==> src/rtl/layer_mem_arbiter.sv <==
// -----------------------------------------------------------------------------
// layer_mem_arbiter
//
// Shares the single layer-memory port among NREQ requesters. The requesters
// are typically the conv write-back engine, the max-pool engine and a host
// readback port. At most one memory command is issued per cycle. Read data
// is returned to the requester that issued the read, at a fixed latency.
// A requester may lock the port for a burst. The lock is released after
// LOCK_MAX consecutive grants, so a locked engine cannot starve the others.
//
// Handshake: a requester drives req[i] together with we/addr/wdata/sel and
// keeps them stable until gnt[i]=1 in the same cycle. The command transfers
// on that rising edge. A requester may drop req without a grant, and nothing
// is then issued for it.
//
// Ports:
//   clk, reset        clock, asynchronous active-high reset
//   req/we/lock       per-requester request, write flag, burst lock
//   addr/wdata/sel    flattened per-requester fields (requester i at [i*W +: W])
//   gnt               one-hot combinational grant
//   rvalid/rdata      registered read return (one-hot valid, shared data)
//   crd/cwr           registered memory read/write strobes
//   caddr_rd/caddr_wr registered memory read/write addresses
//   cdata_wr/csel     registered memory write data and select
//   cdata_rd          memory read data, valid RD_LAT cycles after crd
//
// Timing: a grant in cycle t drives the memory outputs in cycle t+1.
// cdata_rd is sampled in cycle t+1+RD_LAT. rvalid is high in cycle t+2+RD_LAT.
// -----------------------------------------------------------------------------
module layer_mem_arbiter #(
   parameter int NREQ     = 3,
   parameter int AW       = 12,
   parameter int DW       = 20,
   parameter int SW       = 3,
   parameter int RD_LAT   = 1,
   parameter int LOCK_MAX = 16
) (
   input  logic               clk,
   input  logic               reset,
   input  logic [NREQ-1:0]    req,
   input  logic [NREQ-1:0]    we,
   input  logic [NREQ-1:0]    lock,
   input  logic [NREQ*AW-1:0] addr,
   input  logic [NREQ*DW-1:0] wdata,
   input  logic [NREQ*SW-1:0] sel,
   output logic [NREQ-1:0]    gnt,
   output logic [NREQ-1:0]    rvalid,
   output logic [DW-1:0]      rdata,
   output logic               crd,
   output logic               cwr,
   output logic [AW-1:0]      caddr_rd,
   output logic [AW-1:0]      caddr_wr,
   output logic [DW-1:0]      cdata_wr,
   output logic [SW-1:0]      csel,
   input  logic [DW-1:0]      cdata_rd
);

   localparam int PW = $clog2(NREQ);
   localparam int CW = $clog2(LOCK_MAX + 1);

   localparam logic [0:0] ST_ARB    = 1'b0;
   localparam logic [0:0] ST_LOCKED = 1'b1;

   logic [0:0]    state;
   logic [PW-1:0] ptr;
   logic [PW-1:0] owner;
   logic [CW-1:0] lock_cnt;

   logic          gnt_any;
   logic [PW-1:0] gnt_idx;
   logic [PW:0]   cand;
   logic [PW-1:0] next_ptr;

   // Unpacked views of the flattened request fields.
   logic [AW-1:0] addr_a  [NREQ];
   logic [DW-1:0] wdata_a [NREQ];
   logic [SW-1:0] sel_a   [NREQ];

   // Read-tag pipeline: stage k is valid in cycle t+1+k for a read granted in
   // cycle t. The last stage lines up with the cycle in which cdata_rd is valid.
   logic [RD_LAT:0] tag_v;
   logic [PW-1:0]   tag_id [RD_LAT+1];

   always_comb begin
      for (int i = 0; i < NREQ; i++) begin
         addr_a[i]  = addr[i*AW +: AW];
         wdata_a[i] = wdata[i*DW +: DW];
         sel_a[i]   = sel[i*SW +: SW];
      end
   end

   // Grant selection. In ARB the scan runs from the highest offset down to
   // offset 0, so the requester closest to the pointer wins.
   always_comb begin
      gnt_any = 1'b0;
      gnt_idx = '0;
      cand    = '0;
      if (state == ST_LOCKED) begin
         gnt_any = req[owner];
         gnt_idx = owner;
      end else begin
         for (int k = NREQ - 1; k >= 0; k--) begin
            cand = {1'b0, ptr} + (PW+1)'(k);
            if (cand >= (PW+1)'(NREQ)) cand = cand - (PW+1)'(NREQ);
            if (req[cand[PW-1:0]]) begin
               gnt_any = 1'b1;
               gnt_idx = cand[PW-1:0];
            end
         end
      end
   end

   always_comb begin
      gnt = '0;
      if (!reset) gnt[gnt_idx] = gnt_any;
   end

   assign next_ptr = (gnt_idx == PW'(NREQ - 1)) ? '0 : gnt_idx + PW'(1);

   // Arbitration state. The pointer already moves to owner+1 when the lock is
   // taken, so on release the next arbitration starts past the owner.
   always_ff @(posedge clk or posedge reset) begin
      if (reset) begin
         state    <= ST_ARB;
         ptr      <= '0;
         owner    <= '0;
         lock_cnt <= '0;
      end else begin
         case (state)
            ST_ARB: begin
               if (gnt_any) begin
                  ptr <= next_ptr;
                  if (lock[gnt_idx] && (LOCK_MAX > 1)) begin
                     state    <= ST_LOCKED;
                     owner    <= gnt_idx;
                     lock_cnt <= CW'(1);
                  end
               end
            end
            ST_LOCKED: begin
               // If this grant is number LOCK_MAX, the lock is released.
               if (!lock[owner] || (gnt_any && lock_cnt == CW'(LOCK_MAX - 1))) begin
                  state    <= ST_ARB;
                  lock_cnt <= '0;
               end else if (gnt_any) begin
                  lock_cnt <= lock_cnt + CW'(1);
               end
            end
            default: begin
               state    <= ST_ARB;
               lock_cnt <= '0;
            end
         endcase
      end
   end

   // Memory command issue. All fields return to zero in a cycle with no
   // command, so the memory port is quiet when idle.
   always_ff @(posedge clk or posedge reset) begin
      if (reset) begin
         crd      <= 1'b0;
         cwr      <= 1'b0;
         caddr_rd <= '0;
         caddr_wr <= '0;
         cdata_wr <= '0;
         csel     <= '0;
      end else begin
         crd      <= gnt_any && !we[gnt_idx];
         cwr      <= gnt_any && we[gnt_idx];
         caddr_rd <= (gnt_any && !we[gnt_idx]) ? addr_a[gnt_idx] : '0;
         caddr_wr <= (gnt_any && we[gnt_idx]) ? addr_a[gnt_idx] : '0;
         cdata_wr <= (gnt_any && we[gnt_idx]) ? wdata_a[gnt_idx] : '0;
         csel     <= gnt_any ? sel_a[gnt_idx] : '0;
      end
   end

   // Read return. Reset clears the tags, so no rvalid appears for reads that
   // were in flight when reset was asserted.
   always_ff @(posedge clk or posedge reset) begin
      if (reset) begin
         tag_v  <= '0;
         for (int k = 0; k <= RD_LAT; k++) tag_id[k] <= '0;
         rvalid <= '0;
         rdata  <= '0;
      end else begin
         tag_v[0]  <= gnt_any && !we[gnt_idx];
         tag_id[0] <= gnt_idx;
         for (int k = 1; k <= RD_LAT; k++) begin
            tag_v[k]  <= tag_v[k-1];
            tag_id[k] <= tag_id[k-1];
         end
         rvalid <= '0;
         if (tag_v[RD_LAT]) begin
            rvalid[tag_id[RD_LAT]] <= 1'b1;
            rdata                  <= cdata_rd;
         end
      end
   end

endmodule

==> config.mk <==
export PLATFORM = sky130hd
export DESIGN_NAME = layer_mem_arbiter
export DESIGN_NICKNAME = d
export VERILOG_FILES = /design/src/rtl/layer_mem_arbiter.sv
export SDC_FILE = /design/constraint.sdc
export NUM_CORES = 1
export LEC_CHECK = 0
export ABC_AREA = 0
export BUFFER_PORTS_ARGS = -buffer_cell sky130_fd_sc_hd__buf_2
export CAP_MARGIN = 20
export CORE_MARGIN = 2
export CORE_UTILIZATION = 41
export CTS_CLUSTER_DIAMETER = 100
export DETAILED_ROUTE_END_ITERATION = 12
export GPL_ROUTABILITY_DRIVEN = 0
export PLACE_DENSITY_LB_ADDON = 0.08
export SETUP_SLACK_MARGIN = 0.15
export SYNTH_ARGS = -nofsm -noshare
export SYNTH_HDL_FRONTEND = slang
export SYNTH_SLANG_ARGS = --single-unit
==> constraint.sdc <==
create_clock -name clk -period 2.8 [get_ports clk]
set_input_delay 0.28 -clock clk [delete_from_list [all_inputs] [get_ports clk]]
set_output_delay 0.28 -clock clk [all_outputs]
set_load 0.005 [all_outputs]
# Word level (Yosys, flattened, before mapping)
# Cells that the tools add are included.
# totals
regBits	88
memories	0
in_bits	136
romBits	0
out_inout_bits	75
latch_bits	0
ramBits	0
# classes
add_sub_neg	7
reduce_logical	11
n_mux	57
div	0
eq_ne	5
bitwise_logic	3
multipliers	0
shift	0
magnitude_cmp	12
# op_table
cell	count
$mux 20	3
$mux 12	4
$bmux 20 s2	1
$bmux 12 s2	1
$mux 2	11
$mux 5	4
$lt 2x3->1 const B	6
$mux 1	16
$mux 3	5
$bmux 1 s2	7
$pmux 5 s2	1
$bmux 3 s2	1
$ge 3x2->1 const B	2
$reduce_and 3->1	2
$sub 2x2->2 const B	3
$add 5x1->5 const B	1
$eq 5x4->1 const B	1
$logic_and 1x1->1	5
$demux 1 s2	2
$ge 2x1->1 const B	2
$ne 2x2->1 const B	2
$add 2x1->3 const B	1
$add 2x2->3 const B	1
$and 3x3->3	1
11 further kinds	12

# Logic depth before layout (Yosys ltp)
# Gate-level depths: netlist (run 1).
# logic_depth
depth_word	16
mapped_depth	11

# Least setup slack after synthesis (run 1)
# OpenSTA, ideal clock, no wires.
# synth_timing
kind	input -> output
from	in reset
to	out gnt[0]
t_required_ns	2.520
arrival_ns	2.694
path_buffers	0
cell_stages	3
setup_slack_ns	-0.174
cell_sequence	inv_1 > nand3_1 > nor3_1
# synth_between
elab_chain_len	1
# synth_rtl
element	line_no	source
from (decl)	39	input logic reset,
$mux 3	115	if (!reset) gnt[gnt_idx] = gnt_any;
to (decl)	46	output logic [NREQ-1:0] gnt,
# No other way between the ends.

# Worst setup path in the final report (run 1)
# layout_timing
from	reg ptr[0]
to	reg caddr_wr[11]
# layout_between
elab_chain_len	15
word_cells_on_any_way	36
# layout_rtl
element	line_no	source
from (decl)	65	logic [PW-1:0] ptr;
from (signal assigned)	132	ptr <= next_ptr;
$add 2x2->3	103	cand = {1'b0, ptr} + (PW+1)'(k);
$ge 3x2->1 or $sub 2x2->2 (tied branches)	104	if (cand >= (PW+1)'(NREQ)) cand = cand - (PW+1)'(NREQ);
$mux 2	104	
$mux 2	98	if (state == ST_LOCKED) begin
$bmux 1 s2	105	if (req[cand[PW-1:0]]) begin
$mux 1 (implied by the code)	105	
$mux 2 (3 in series)	105	
$mux 2	98	
$not 2->3 (implied by the code)	171	caddr_wr <= (gnt_any && we[gnt_idx]) ? addr_a[gnt_idx] : '0;
$bmux 12 s2	171	
$mux 12 (implied by the code) (2 in series)	171	
$mux 12 *	171	
to (signal assigned)	171	
to (decl)	52	output logic [AW-1:0] caddr_wr,
# Every way passes the cells marked *; elsewhere a longest branch is shown, timed or not. The select of a mux whose other input is x is not followed.
# A chain may end at the register's enable or synchronous reset.

==> run_results.csv, run 1 <==
group,metric,value,unit
timing,rsz0062_at_grt,"true",
routing,vias,3694,
final_layout,drive_gt1_frac,0.544,
timing,finalHoldViolCount,0,
timing,setup_viol,0,
power_and_ir_drop,vdd_ir_drop_max,0.000529,V
final_layout,fin_nets,732,
floorplanning,core_area,9770,sq um
global_route,grt_pass1_wl,18200,microns
routing,first_pass_iters,4,
clocking,cts.clk_slew.worst_paths,0.09,ns
routing,postRouteAntennaNets,0,
timing,worst_slew_pin_slew,0.836,ns
clocking,cts_tree,"yes",
clocking,root_buffer,"clkbuf_8",
global_route,antenna_found_initial,1,
global_route,grt_max_degree,47,
placement,post-place-ws,0.0511,ns
floorplanning,die_w,105,microns
final_layout,area_delta_synth_final,46.3,%
global_route,grt_overflow,0,
power_and_ir_drop,power,7.28,mW
floorplanning,fp-row-count,36,
floorplanning,io_pins,211,
logic_synthesis,synth_warnings,0,
clocking,clk_latency,0.35,ns
logic_synthesis,synth_area_per_cell,12.0,sq um
logic_synthesis,synthesis.nets,487,
floorplanning,dieHeight,105,microns
routing,finalWirelength,12100,microns
timing,finClkSkew,0.0108,ns
timing,relSlewSlack,0.442,
final_layout,nFillCells,845,
global_route,grt_pass1_vias,3682,
critical_path,endpoint_kind,"flop",
clocking,cts_buffers,9,
floorplanning,start_util,0.424,
timing,fin_ws,0.125,ns
routing,drt_iter0_drc,220,
power_and_ir_drop,p_per_area,1200,nW/um^2
power_and_ir_drop,leakage,3.19,nW
timing,drv_slew,0,
global_route,grt_use_total,0.211,
timing,fin_crit,2.67,ns
critical_path,required,3.04,ns
timing,tns,0,ns
logic_synthesis,synth-seq-cells,87,
clocking,cts_sinks,87,
floorplanning,die-area,10900,sq um
logic_synthesis,syn_area,4140,sq um
critical_path,critPathArrivalTime,2.92,ns
critical_path,start_kind,"flop",
critical_path,reg2reg_slack,0.13,ns
logic_synthesis,ys_types,45,
critical_path,worst-setup-path-type,"flop to flop",
placement,hpwl,8330,microns
timing,fin_crit_sh,0.955,
outcome,status,"finished clean",
timing,max_freq,374,MHz
logic_synthesis,syn_inst,346,
run,maxCapViolCount,0,
routing,wl_per_cell,16.6,microns
final_layout,n_antenna_cell,0,
routing,routed_via_density,5.07,
routing,drcViolationCount,0,
logic_synthesis,ys_seq_area_frac,0.525,
clocking,cts.path.max_buffers,2,
critical_path,path_max_fanout,7,
clocking,h-tree-depth,3,
min_path,hold_path_class,"input port to async pin",
placement,io_buffers,210,
==> layer usage <==
metal / GRT usage / routed length (microns) / up-vias
li1: - / - / 1741
met1: 0.241 / 4810 / 1770
met5: 0 / 11 / -
met2: 0.378 / 6120 / 160
met4: 0.0743 / 241 / 2
met3: 0.0555 / 910 / 21
==> worst max-delay path, cell delays in order (launching register included) <==
cell and delay (ns):
dfrtp_1 0.41, buf_6 0.13, ha_4 0.17, nor3b_4 0.15, o31a_1 0.31, o31ai_4 0.28
buf_6 0.16, buf_6 0.10, mux2i_4 0.30, o32ai_4 0.12, buf_6 0.15, buf_6 0.13
and2_1 0.13
==> path summary, 6_finish.rpt <==
kind,from,depth (start not counted),to
max in group asynchronous,reset,4,cdata_wr[18]
min,reset,3,tag_v[0]
min reg2reg,tag_id[3],0,tag_id[1]
min in group clk,cdata_rd[11],2,rdata[11]
max reg2reg,ptr[0],12,caddr_wr[11]
max,ptr[0],12,caddr_wr[11]
==> layout by cell type (no fill, tap or decap), types with 6 or more instances in the layout <==
master     instances
buf_2            210
dfrtp_1           87
mux2i_1           36
o2bb2ai_1         32
and2_1            28
buf_4             25
mux2_2            24
buf_6             16
nor2b_1           15
clkbuf_8          10
inv_1              8
nor2_1             8
o21ai_0            6
and2_4             6
==> stage by stage <==
| step | cells | hold slack [ns] | instance area [sq um] | util |
|---|---|---|---|---|
| 2_1_floorplan | 346 | 0.331 | 4150 | - |
| 3_3_place_gp | 685 | 0.333 | 5420 | 0.555 |
| 3_5_place_dp | 685 | 0.337 | 5420 | 0.555 |
| 4_1_cts | 706 | 0.120 | 5720 | 0.585 |
| 5_1_grt | 729 | 0.141 | 6060 | 0.620 |
| 6_report | 729 | 0.120 | 6060 | 0.620 |
==> power breakdown <==
part	internal (mW)	switching, mW	total [mW]
combinational	2.41	2.11	4.53
clock	0.347	0.438	0.785
sequential	1.72	0.247	1.96
total	4.48	2.80	7.28
==> cells by family (layout without fill, tap and decap cells) <==
group | Yosys count | after routing | synth area share
simple gates | 88 | 88 | 0.124
compound gates | 70 | 71 | 0.143
mux | 62 | 62 | 0.157
flops | 87 | 87 | 0.525
fa+ha+maj | 5 | 5 | 0.0151
buf+inv | 34 | 283 | 0.0344
==> registers in the layout, indices dropped and copies added (netlist names) <==
register	count
caddr_rd	12
caddr_wr	12
cdata_wr	20
csel	3
cwr	1
lock_cnt	5
owner	2
ptr	2
rdata	20
rvalid	3
state	1
tag_id	4
tag_v	2
==> synth_stat cells (all sizes together) <==
| master | n | share of area |
|---|---|---|
| a21oi | 1 | 0.0012 |
| o211ai | 1 | 0.0018 |
| o311ai | 1 | 0.0039 |
| o32ai | 1 | 0.0039 |
| o2111ai | 2 | 0.0042 |
| inv | 13 | 0.012 |
| ha | 5 | 0.015 |
| nor2b | 16 | 0.024 |
| nor3b | 2 | 0.0036 |
| a31oi | 4 | 0.0060 |
| a221o | 1 | 0.0024 |
| nand2 | 5 | 0.0045 |
| and3b | 1 | 0.0021 |
| nor2 | 8 | 0.0072 |
| a22oi | 4 | 0.0072 |
| nor3 | 3 | 0.0036 |
| o21a | 1 | 0.0018 |
| a311o | 1 | 0.0024 |
| dfrtp | 87 | 0.53 |
| nor4b | 1 | 0.0021 |
| o31a | 2 | 0.0042 |
| buf | 14 | 0.016 |
| and3 | 2 | 0.0030 |
| and2 | 34 | 0.051 |
| a211oi | 2 | 0.0036 |
| o31ai | 1 | 0.0051 |
| a21boi | 1 | 0.0018 |
| a32o | 1 | 0.0024 |
| or2 | 4 | 0.0060 |
| a22o | 5 | 0.011 |
| o21ai | 7 | 0.0085 |
| mux2i | 37 | 0.089 |
| a41o | 1 | 0.0024 |
| a211o | 1 | 0.0021 |
| mux2 | 25 | 0.068 |
| nand2b | 4 | 0.0060 |
| o2bb2ai | 32 | 0.068 |
| nand3 | 6 | 0.0072 |
| clkbuf | 7 | 0.0063 |
| nand4 | 1 | 0.0015 |
| nand3b | 1 | 0.0018 |
==> repair_timing <==
action / CTS / global route
setup buffers: 4 / 18
gates resized for setup: 11 / 46
setup endpoints to repair: 56 / 53
cloned: 1 / 5
hold buffers: 0 / 0
pin swaps: 2 / 5
==> final cells by class <==
class                   instances  area [sq um]  share of cell area
clock buffers                  13           149              0.0246
clock inverters                 3          18.8             0.00310
well taps                     133           166              0.0275
repair buffers                254          1500               0.247
inverters                      13          52.6             0.00867
flip-flops and latches         87          2180               0.359
multi-input cells             226          2000               0.330
Power figures use the tool's default switching activity.
==> inputs of run 2 (changes only) <==
--- a/config.mk
+++ b/config.mk
@@ -13,6 +13,7 @@
 export CTS_CLUSTER_DIAMETER = 100
 export DETAILED_ROUTE_END_ITERATION = 12
 export GPL_ROUTABILITY_DRIVEN = 0
+export MAX_ROUTING_LAYER = met4
 export PLACE_DENSITY_LB_ADDON = 0.08
 export SETUP_SLACK_MARGIN = 0.15
 export SYNTH_ARGS = -nofsm -noshare
==> run_results.csv, run 2 (synthesized netlist as in run 1, its figures left out) <==
group,metric,value,unit
final_layout,final_common_cell,"buf_2",
placement,hpwl,8330,microns
floorplanning,start_util,0.424,
timing,fin_crit,2.66,ns
routing,postRouteAntennaNets,0,
timing,rsz0062_at_grt,"true",
clocking,cts_sinks,87,
timing,finClkSkew,0.0106,ns
timing,worst_slew_pin_slew,0.842,ns
placement,post-place-ws,0.0511,ns
timing,fin_crit_sh,0.951,
routing,routed_via_density,5.04,
global_route,grt_pass1_vias,3679,
final_layout,reg_top3,"cdata_wr: 20 flops, rdata: 20 flops",
final_layout,drive_gt1_frac,0.541,
power_and_ir_drop,clkPwrFrac,0.110,
global_route,grt_pass1_wl,18200,microns
routing,vias,3657,
global_route,grtUsageMet1,0.247,
floorplanning,fp-row-count,36,
clocking,h-tree-depth,3,
floorplanning,die_w,105,microns
final_layout,fin_nets,728,
routing,finalWirelength,12000,microns
routing,drt_iter0_drc,229,
final_layout,n_antenna_cell,0,
final_layout,area_delta_synth_final,45.3,%
clocking,cts.clk_slew.worst_paths,0.09,ns
floorplanning,die-area,10900,sq um
final_layout,fin_util,0.616,
timing,tns,0,ns
timing,finalHoldViolCount,0,
global_route,antenna_found_initial,0,
timing,fin_ws,0.138,ns
critical_path,endpoint_kind,"primary output",
routing,wl_per_cell,16.6,microns
global_route,use_met3,0.0455,
placement,io_buffers,210,
power_and_ir_drop,internal_power,4.40,mW
timing,drv_slew,0,
timing,max_freq,376,MHz
power_and_ir_drop,pwr-share-comb,0.616,
timing,relSlewSlack,0.439,
global_route,grtUsageMet2,0.379,
run,maxCapViolCount,0,
power_and_ir_drop,switching_share,0.385,
power_and_ir_drop,leakage,3.17,nW
critical_path,worst-setup-path-type,"flop to primary output",
timing,whs,0.127,ns
clocking,clk_latency,0.36,ns
global_route,grt_busiest_layer,"met2",
clocking,cts_buffers,9,
floorplanning,io_pins,211,
global_route,grt_max_degree,47,
critical_path,path_max_fanout,7,
floorplanning,dieHeight,105,microns
global_route,grt_overflow,0,
critical_path,critPathArrivalTime,2.38,ns
clocking,cts_tree,"yes",
outcome,status,"finished clean",
critical_path,start_kind,"flop",
timing,setup_viol,0,
power_and_ir_drop,p_per_area,1190,nW/um^2
clocking,root_buffer,"clkbuf_8",
global_route,grt_use_total,0.217,
clocking,cts.path.max_buffers,2,
critical_path,required,2.52,ns
routing,first_pass_iters,4,
routing,drcViolationCount,0,
final_layout,layout_common_cells,"buf_2 (210), dfrtp_1 (87), mux2i_1 (36)",
final_layout,nFillCells,849,
power_and_ir_drop,p_seq_frac,0.275,
power_and_ir_drop,power_switching,2.75,mW
min_path,hold_path_class,"input port to async pin",
floorplanning,core_area,9770,sq um
power_and_ir_drop,vdd_ir_drop_max,0.000577,V
run 2: cell types whose count changed in the layout (fill, tap and decap cells not counted), sizes merged:
cell and change:
buf -4
run 2: final timing paths:
path	startpoint	to	slack, ns	cells after the start
setup reg to reg	ptr[1]	cdata_wr[16]	0.19	10
min in group clk	cdata_rd[10]	rdata[10]	0.16	2
max in group asynchronous	reset	cdata_wr[18]	1.73	4
setup / recovery	ptr[1]	gnt[0]	0.14	9
hold reg to reg	tag_id[2]	tag_id[0]	0.37	0
hold / removal	reset	tag_v[0]	0.13	3
run 2: worst max-delay path, stage by stage (launching register included):
cell,delay (ns)
dfrtp_1,0.44
inv_2,0.10
ha_4,0.18
buf_6,0.12
inv_1,0.04
a221o_1,0.36
a41o_4,0.32
buf_4,0.15
nor3_4,0.18
buf_2,0.14
run 2: power by group through the flow:
stage	logic [mW]	registers (mW)	clock network [mW]
3_5_place_dp	3.41	1.98	0
6_report	4.40	1.96	0.783
4_1_cts	3.70	1.96	0.798
5_1_grt	4.75	2.03	0.868
3_3_place_gp	3.35	1.97	0
2_1_floorplan	2.21	1.96	0
run 2: routing by layer:
layer | vias to the layer above | wire (microns)
met5 | - | 0
met1 | 1754 | 4920
met2 | 155 | 6230
met4 | 0 | 153
met3 | 14 | 729
li1 | 1734 | -
run 2: area by class of cell:
cell class	instances	area (sq um)	area share
Clock buffer	13	149	0.0247
Clock inverter	3	18.8	0.00312
Inverter	13	52.6	0.00873
Multi-Input combinational cell	226	1990	0.331
Sequential cell	87	2180	0.362
Tap cell	133	166	0.0276
Timing Repair Buffer	250	1460	0.243
run 2: what timing repair did:
item                                    in CTS  in global routing
endpoints found under the setup margin      56                 53
pin swaps                                    2                  6
hold buffers                                 0                  0
cloned                                       1                  4
resized for setup                           11                 41
endpoints found under the hold margin        0                  0
setup buffers                                4                 15
run 2: stage by stage:
| stage | area (sq um) | total power [mW] | instances |
|---|---|---|---|
| 3_3_place_gp | 5420 | 5.32 | 685 |
| 3_5_place_dp | 5420 | 5.39 | 685 |
| 6_report | 6020 | 7.15 | 725 |
| 4_1_cts | 5720 | 6.47 | 706 |
| 2_1_floorplan | 4150 | 4.17 | 346 |
| 5_1_grt | 6020 | 7.65 | 725 |
